[config.mk]
export PLATFORM = sky130hd
export DESIGN_NAME = dds_sweep_ctrl
export DESIGN_NICKNAME = d
export VERILOG_FILES = /design/src/rtl/dds_sweep_pkg.sv /design/src/rtl/sweep_timer.sv /design/src/rtl/dds_sweep_ctrl.sv
export SDC_FILE = /design/constraint.sdc
export NUM_CORES = 1
export LEC_CHECK = 0
export ABC_CLOCK_PERIOD_IN_PS = 9300
export CORE_ASPECT_RATIO = 1.25
export CORE_MARGIN = 8
export CORE_UTILIZATION = 45
export DETAILED_ROUTE_END_ITERATION = 12
export DONT_BUFFER_PORTS = 1
export PLACE_DENSITY = 0.58
export SKIP_CTS_REPAIR_TIMING = 1
export SYNTH_ARGS = -nofsm -noshare
export SYNTH_HDL_FRONTEND = slang
export SYNTH_HIERARCHICAL = 1
export SYNTH_SLANG_ARGS = --single-unit
[constraint.sdc]
create_clock -name clk -period 9.3 [get_ports clk]
set_input_delay 0.93 -clock clk [delete_from_list [all_inputs] [get_ports clk]]
set_output_delay 0.93 -clock clk [all_outputs]
set_load 0.02 [all_outputs]
[src/rtl/dds_sweep_pkg.sv]
// rtl/dds_sweep_pkg.sv - shared state encoding and default widths for the DDS frequency sweep sequencer
package dds_sweep_pkg;

   localparam int DEF_FTW_W    = 32;
   localparam int DEF_PT_W     = 12;
   localparam int DEF_DWELL_W  = 24;
   localparam int DEF_SETTLE_W = 16;

   typedef enum logic [2:0] {
      IDLE,
      SETTLE,
      DWELL,
      STEP,
      DONE
   } state_t;

   function automatic int max_w(input int a, input int b);
      return (a > b) ? a : b;
   endfunction

endpackage

[src/rtl/sweep_timer.sv]
// rtl/sweep_timer.sv - loadable down-counter shared by the settle and dwell phases
module sweep_timer #(
   parameter int W = 24
) (
   input  logic         clk,
   input  logic         rst,
   input  logic         load,
   input  logic [W-1:0] value,
   output logic         expire
);

   logic [W-1:0] cnt_q;

   always_ff @(posedge clk or negedge rst) begin
      if (!rst) begin
         cnt_q <= '0;
      end else if (load) begin
         cnt_q <= value;
      end else if (cnt_q != '0) begin
         cnt_q <= cnt_q - W'(1);
      end
   end

   // Loaded values are always >= 1, so the count reads 1 on the final cycle of a phase.
   assign expire = (cnt_q <= W'(1));

endmodule

[src/rtl/dds_sweep_ctrl.sv]
// rtl/dds_sweep_ctrl.sv - steps the DDS tuning word through N points with settle and dwell windows
// Optional DDS_SWEEP_LOOP_EN adds i_loop: a latched loop request restarts the sweep after each pass.
module dds_sweep_ctrl
   import dds_sweep_pkg::*;
#(
   parameter int FTW_W    = DEF_FTW_W,
   parameter int PT_W     = DEF_PT_W,
   parameter int DWELL_W  = DEF_DWELL_W,
   parameter int SETTLE_W = DEF_SETTLE_W
) (
   input  logic                clk,
   input  logic                rst,
   input  logic                i_start,
   input  logic                i_abort,
   input  logic [FTW_W-1:0]    i_ftw_start,
   input  logic [FTW_W-1:0]    i_ftw_step,
   input  logic [PT_W-1:0]     i_num_points,
   input  logic [SETTLE_W-1:0] i_settle_cycles,
   input  logic [DWELL_W-1:0]  i_dwell_cycles,
`ifdef DDS_SWEEP_LOOP_EN
   input  logic                i_loop,
`endif
   output logic [FTW_W-1:0]    o_DDS_FTW,
   output logic [PT_W-1:0]     o_point_idx,
   output logic                o_meas_en,
   output logic                o_point_done,
   output logic                o_busy,
   output logic                o_done
);

   localparam int TMR_W = max_w(DWELL_W, SETTLE_W);

   state_t              state_q, state_d;
   logic [FTW_W-1:0]    ftw_q;
   logic [FTW_W-1:0]    step_q;
   logic [PT_W-1:0]     idx_q;
   logic [PT_W-1:0]     n_q;
   logic [SETTLE_W-1:0] settle_q;
   logic [TMR_W-1:0]    dwell_q;
`ifdef DDS_SWEEP_LOOP_EN
   logic [FTW_W-1:0]    start_q;
   logic                loop_q;
`endif

   logic             tmr_load;
   logic [TMR_W-1:0] tmr_value;
   logic             tmr_expire;
   logic [TMR_W-1:0] dwell_in_eff;
   logic             last_pt;

   // A zero dwell still produces a one-cycle measurement window.
   assign dwell_in_eff = (i_dwell_cycles == '0) ? TMR_W'(1) : TMR_W'(i_dwell_cycles);
   assign last_pt      = (idx_q == n_q - PT_W'(1));

   sweep_timer #(.W(TMR_W)) u_timer (
      .clk    (clk),
      .rst    (rst),
      .load   (tmr_load),
      .value  (tmr_value),
      .expire (tmr_expire)
   );

   always_comb begin
      state_d   = state_q;
      tmr_load  = 1'b0;
      tmr_value = '0;
      if (i_abort) begin
         state_d = IDLE;
      end else begin
         case (state_q)
            IDLE: begin
               if (i_start) begin
                  if (i_num_points == '0) begin
                     state_d = DONE;
                  end else if (i_settle_cycles == '0) begin
                     state_d   = DWELL;
                     tmr_load  = 1'b1;
                     tmr_value = dwell_in_eff;
                  end else begin
                     state_d   = SETTLE;
                     tmr_load  = 1'b1;
                     tmr_value = TMR_W'(i_settle_cycles);
                  end
               end
            end
            SETTLE: begin
               if (tmr_expire) begin
                  state_d   = DWELL;
                  tmr_load  = 1'b1;
                  tmr_value = dwell_q;
               end
            end
            DWELL: begin
               if (tmr_expire) begin
                  state_d = last_pt ? DONE : STEP;
               end
            end
            STEP: begin
               // Zero settle skips the SETTLE state entirely to keep the per-point period exact.
               if (settle_q == '0) begin
                  state_d   = DWELL;
                  tmr_load  = 1'b1;
                  tmr_value = dwell_q;
               end else begin
                  state_d   = SETTLE;
                  tmr_load  = 1'b1;
                  tmr_value = TMR_W'(settle_q);
               end
            end
            DONE: begin
               state_d = IDLE;
`ifdef DDS_SWEEP_LOOP_EN
               if (loop_q) begin
                  if (n_q == '0) begin
                     state_d = DONE;
                  end else if (settle_q == '0) begin
                     state_d   = DWELL;
                     tmr_load  = 1'b1;
                     tmr_value = dwell_q;
                  end else begin
                     state_d   = SETTLE;
                     tmr_load  = 1'b1;
                     tmr_value = TMR_W'(settle_q);
                  end
               end
`endif
            end
            default: state_d = IDLE;
         endcase
      end
   end

   always_ff @(posedge clk or negedge rst) begin
      if (!rst) begin
         state_q  <= IDLE;
         ftw_q    <= '0;
         step_q   <= '0;
         idx_q    <= '0;
         n_q      <= '0;
         settle_q <= '0;
         dwell_q  <= '0;
`ifdef DDS_SWEEP_LOOP_EN
         start_q  <= '0;
         loop_q   <= 1'b0;
`endif
      end else begin
         state_q <= state_d;
         if (!i_abort) begin
            case (state_q)
               IDLE: begin
                  if (i_start) begin
                     step_q   <= i_ftw_step;
                     n_q      <= i_num_points;
                     settle_q <= i_settle_cycles;
                     dwell_q  <= dwell_in_eff;
`ifdef DDS_SWEEP_LOOP_EN
                     start_q  <= i_ftw_start;
                     loop_q   <= i_loop;
`endif
                     if (i_num_points != '0) begin
                        ftw_q <= i_ftw_start;
                        idx_q <= '0;
                     end
                  end
               end
               STEP: begin
                  ftw_q <= ftw_q + step_q;
                  idx_q <= idx_q + PT_W'(1);
               end
`ifdef DDS_SWEEP_LOOP_EN
               DONE: begin
                  if (loop_q && (n_q != '0)) begin
                     ftw_q <= start_q;
                     idx_q <= '0;
                  end
               end
`endif
               default: ;
            endcase
         end
      end
   end

   assign o_DDS_FTW    = ftw_q;
   assign o_point_idx  = idx_q;
   assign o_meas_en    = (state_q == DWELL);
   assign o_point_done = (state_q == DWELL) && tmr_expire;
   assign o_busy       = (state_q != IDLE);
   assign o_done       = (state_q == DONE);

endmodule

Word-level counts from Yosys, hierarchy flattened --
Index checks and enable logic that the tools add are counted.
Cells by class: order comparisons 1, multiplexer cells 30, equal/unequal tests 10, reduce and logical (&&, ||, !) cells 14, bitwise operators 1, $add $sub $neg 4
Operators by type and width (count):
- two-way mux 24 bit | 9
- case mux 24 bit (3 select lines) | 1
- two-way mux 32 bit | 2
- case mux 32 bit (2 select lines) | 1
- adder 32 bit | 1
- logical NOT 16 bit | 2
- <= comparator 24 x 1 -> 1 bit, second input constant | 1
- logical NOT 24 bit | 1
- two-way mux 12 bit | 2
- case mux 12 bit (2 select lines) | 1
- nonzero test 24 bit | 1
- subtractor 24 x 1 -> 24 bit, second input constant | 1
- two-way mux 3 bit | 6
- adder 12 x 1 -> 12 bit, second input constant | 1
- equality test 12 bit | 1
- logical NOT 12 bit | 1
- case mux 3 bit (4 select lines) | 1
- nonzero test 12 bit | 1
- subtractor 12 x 1 -> 12 bit, second input constant | 1
- equality test 3 x 2 -> 1 bit, second input constant | 2
- != test 3 bit, second input constant | 2
- AND reduction 3 bit | 2
- two-way mux 1 bit | 4
- two-way mux 2 bit | 2
- 11 further kinds | 13
Storage, ports and cells: word-level logic and storage cells 68, input bits 120, output and inout bits 48, flip-flop bits (word level) 155

Logic depth before layout (Yosys ltp) --
depth after elaboration 8, mapped depth 12, mapped depth without buffers 12

Hierarchy --
The synthesis kept the hierarchy.
By module, submodules not included:
- dds_sweep_ctrl | instances 1, seq. area each 3278.1 µm², area an instance 8107.8 µm², cells each 856
- sweep_timer | instances 1, seq. area each 600.6 µm², area an instance 1500.2 µm², cells each 169

Least setup slack after synthesis --
Ideal clock, no wire load.
path kind input to register, start in i_num_points[2], end reg u_timer.cnt_q[15], setup slack 5.835 ns, data required time 9.164 ns, setup time 0.136 ns, stages on the path 12, arrival time 3.329 ns, buffers on the path 3, cell sequence nor4_1 nand3_1 nand3_1 clkbuf_1 clkbuf_1 a21boi_0 clkinv_1 nand3_1 or3_1 clkbuf_1 a221oi_1 a21oi_1
On the way: cells in the longest elaborated chain, start to end 6, elaborated cells on any way between the ends 11, classes of those cells mux (9); reduce/logical (2)
Ends and longest elaborated chain:
- start: declaration | RTL line dds_sweep_ctrl.sv:17 | input logic [PT_W-1:0] i_num_points,
- logical NOT 12 bit * | RTL line dds_sweep_ctrl.sv:73 | if (i_num_points == '0) begin
- two-way mux 1 bit * | RTL line dds_sweep_ctrl.sv:73
- two-way mux 1 bit * | RTL line dds_sweep_ctrl.sv:72 | if (i_start) begin
- case mux 1 bit (3 select lines) * | RTL line dds_sweep_ctrl.sv:70 | case (state_q)
- two-way mux 1 bit * | RTL line dds_sweep_ctrl.sv:67 | if (i_abort) begin
- named net tmr_load | RTL line dds_sweep_ctrl.sv:45 | logic tmr_load;
- two-way mux 24 bit / nonzero test 2 bit (equally long branches)
- end signal: assignment | RTL line sweep_timer.sv:18 | cnt_q <= value;
- end signal: assignment | RTL line sweep_timer.sv:20 | cnt_q <= cnt_q - W'(1);
- end: declaration | RTL line sweep_timer.sv:12 | logic [W-1:0] cnt_q;
Mark *: on every way through the listed nets, which the timed path passes. The rest lies on a longest branch. A chain may end at the register's enable or synchronous reset.

Worst setup path in the final report --
start reg u_timer.cnt_q[10], end reg u_timer.cnt_q[8]
On the way: cells in the longest elaborated chain, start to end 5, elaborated cells on any way between the ends 10, classes of those cells order compare (1); mux (7); reduce/logical (2)
Ends and longest elaborated chain:
- <= comparator 24 x 1 -> 1 bit * | RTL line sweep_timer.sv:25 | assign expire = (cnt_q <= W'(1));
- named net tmr_expire | RTL line dds_sweep_ctrl.sv:47 | logic tmr_expire;
- two-way mux 1 bit * | RTL line dds_sweep_ctrl.sv:87 | if (tmr_expire) begin
- case mux 1 bit (3 select lines) * | RTL line dds_sweep_ctrl.sv:70
- two-way mux 1 bit * | RTL line dds_sweep_ctrl.sv:67
- named net tmr_load | RTL line dds_sweep_ctrl.sv:45
- two-way mux 24 bit / nonzero test 2 bit (equally long branches)
Marks and branches as above.

==> results.ini <==
[route]
drt_first_pass_iters=5
drt_iter0_markers=435
wire_per_inst_um=21.1
vias_per_cell=6.01
via_count=7769
antenna_left=0
wl_um=27300
drc=0

[synthesis]
synth_common_cells=dfrtp_1 (155), nor2_1 (120), a21oi_1 (85)
yosys_register_bits=155
yosys-top-cells-area=dfrtp_1 (40%), mux2_2 (9.5%), nor2_1 (4.7%)
async_reset_ff_share_pct=100
syn_area_per_cell_um2=9.37
yosysWarnings=6
syn-instance-count=1025
synth_area_um2=9610
synth_top_area_share_pct=40.4
yosysSeqAreaShare_pct=40.4
yosysMostFrequentCell=dfrtp_1
synth_edf_count=0
syn-num-nets=1181
synth_flop_cell=dfrtp_1
synthDistinctLibCells=77
synth_area_leader_cell=dfrtp_1

[sta]
relSlewSlack_pct=26.6
min_period_ns=4.47
rsz0062_at_grt=no
tightest_slew_ns=1.10
setup_viol=0
setup-tns-final_ns=0
finalMaxSlewViolations=0
fin_hold_ws_ns=0.197
final.period_utilization_pct=48.1
hold_viol=0
fmax_mhz=224
finClkSkew_ns=0.0109
fin_ws_ns=4.83

[global_route]
antenna_found_initial=4
grt_pass1_wl_um=43500
grt_max_degree=156
grt_usage_pct=20.9
overflow=0
grt_pass1_vias=7955

[clock_network]
clock_path_buffers=2
clk_pin_slew_ns=0.06
cts.sinks=155
cts_root_buf=clkbuf_16
h-tree-depth=4
cts_tree=yes
numCtsBuffers=17
clock_latency_ns=0.43

[worst_setup_path]
reg2reg_slack_ns=4.83
cp-start-kind=register
required_ns=9.59
critPathCaptureType=register
rr_endpoint=u_timer/cnt_q[8]
cpMostUsedCell=nor3_1
crit_buf_inv=2
arrival_ns=4.77
path_class=reg -> reg
crit_family=simple AND/OR/NAND/NOR gates
cp_max_fo=28
regToRegStartpoint=u_timer/cnt_q[10]
rr_worst_depth=10
path_cells=nor4_2, nand4_2, nor3_1, o21ai_0, a21boi_1, buf_4, clkinv_1, nand3_1, nor3_1, a2111oi_0
cp_slowest_stage_delay_ns=0.73
cp_slowest_cell=clkinv_1

[power]
ir_drop_mv=0.149
p_total_mw=2.82
p_per_area_nw_per_um2=270
p_leak_nw=4.26

[status]
status=finished clean

[finish]
fin_nets=1155
synthToLayoutAreaGrowth_pct=8.70
drive_gt1_share_pct=15.4
final_util_pct=49.2
design_area_um2=10400
final_cells=1292

[placed_design]
hpwl_um=19700
place_congestion=0.829
port_buffers=0
place_area_um2=9840
dpl.cell_count=1259
post-place-ws_ns=4.68

[floorplanning]
num_io_pins=168
row_count=60
start_util_pct=45.2
die_h_um=179
coreArea_um2=21200
die_x_um=147
fp.dieArea_um2=26300

[hold_path]
min_path_type=in -> async

[run]
max_cap_viol_count=0

==> per-layer routing <==
metal	up-vias	wire, um	GRT usage [%]	share of wire, %
met2	196	13900	37.1	51
met3	50	1880	6.46	6.9
met5	-	40	0	0.15
met1	3798	10800	23.2	39
met4	6	701	7.91	2.6
li1	3719	-	-	-
==> cells in the final DEF, fill, tap and decap left out, types with 6 or more instances in the layout <==
master	netlist	layout
clkbuf_16	0	17
and3_1	20	20
nand2_1	66	66
a22oi_1	10	10
a31oi_1	10	10
o21ai_1	6	6
xnor2_1	28	28
buf_4	1	8
ha_1	35	35
o22ai_1	7	7
o21ai_0	50	50
o31ai_1	6	6
mux2i_1	16	16
nand4_1	8	8
inv_1	22	22
or2_2	6	6
a211oi_1	10	10
xor2_1	18	18
a21oi_1	85	84
nor2_1	120	119
o21a_1	7	7
a221oi_1	18	18
nor3b_1	8	6
a21o_1	15	15
mux2_2	81	81
nor2b_1	7	7
nand3_1	20	20
nor4_1	27	27
dfrtp_1	155	155
nor3_1	31	30
==> worst register-to-register path, cell delays in order (launching register included) <==
cell and delay (ns):
dfrtp_1 0.43, nor4_2 0.43, nand4_2 0.46, nor3_1 0.62, o21ai_0 0.18, a21boi_1 0.17, buf_4 0.30, clkinv_1 0.73
nand3_1 0.44, nor3_1 0.17, a2111oi_0 0.40
==> registers in the layout, indices dropped and copies added, names as in the netlist <==
name,count
u_timer/cnt_q,24
step_q,32
settle_q,16
o_DDS_FTW,32
dwell_q,24
o_point_idx,12
state_q,3
n_q,12
==> power by group <==
part	switching [mW]	total [mW]	internal [mW]
clock network	0.297	0.722	0.425
registers	0.224	1.07	0.849
logic	0.553	1.02	0.470
==> cell families (layout without fill, tap and decap cells) <==
family          Yosys count  in the layout  share of synthesized area (%)
simple gates            351            351                           18.5
compound gates          264            264                           18.0
flops                   155            155                           40.4
mux                      97             97                           11.2
buf+inv                  76             63                           3.09
xor+xnor                 46             46                           4.19
fa+ha+maj                36             36                           4.77
other cells               0              1                              0
==> area by class of cell <==
| type | count | area, um2 |
|---|---|---|
| diodes | 1 | 2.50 |
| clock buffers | 19 | 433 |
| clock inverters | 13 | 168 |
| fillers | 2008 | 10800 |
| inverters | 23 | 86.3 |
| multi-input cells | 794 | 5470 |
| flip-flops and latches | 155 | 3880 |
| well taps | 279 | 349 |
| repair buffers | 8 | 60.1 |
==> worst max-delay path by stage <==
stage	start	endpoint	slack, ns	cells past startpoint
finish	u_timer/cnt_q[10]	u_timer/cnt_q[8]	4.83	10
global route	u_timer/cnt_q[10]	u_timer/cnt_q[1]	4.43	11
CTS	u_timer/cnt_q[10]	u_timer/cnt_q[3]	4.83	10
detailed placement	i_num_points[1]	u_timer/cnt_q[1]	4.68	10
global placement	i_num_points[1]	u_timer/cnt_q[1]	4.76	10
floorplan	i_num_points[2]	u_timer/cnt_q[15]	5.84	12
Power figures use the tool's default switching activity.
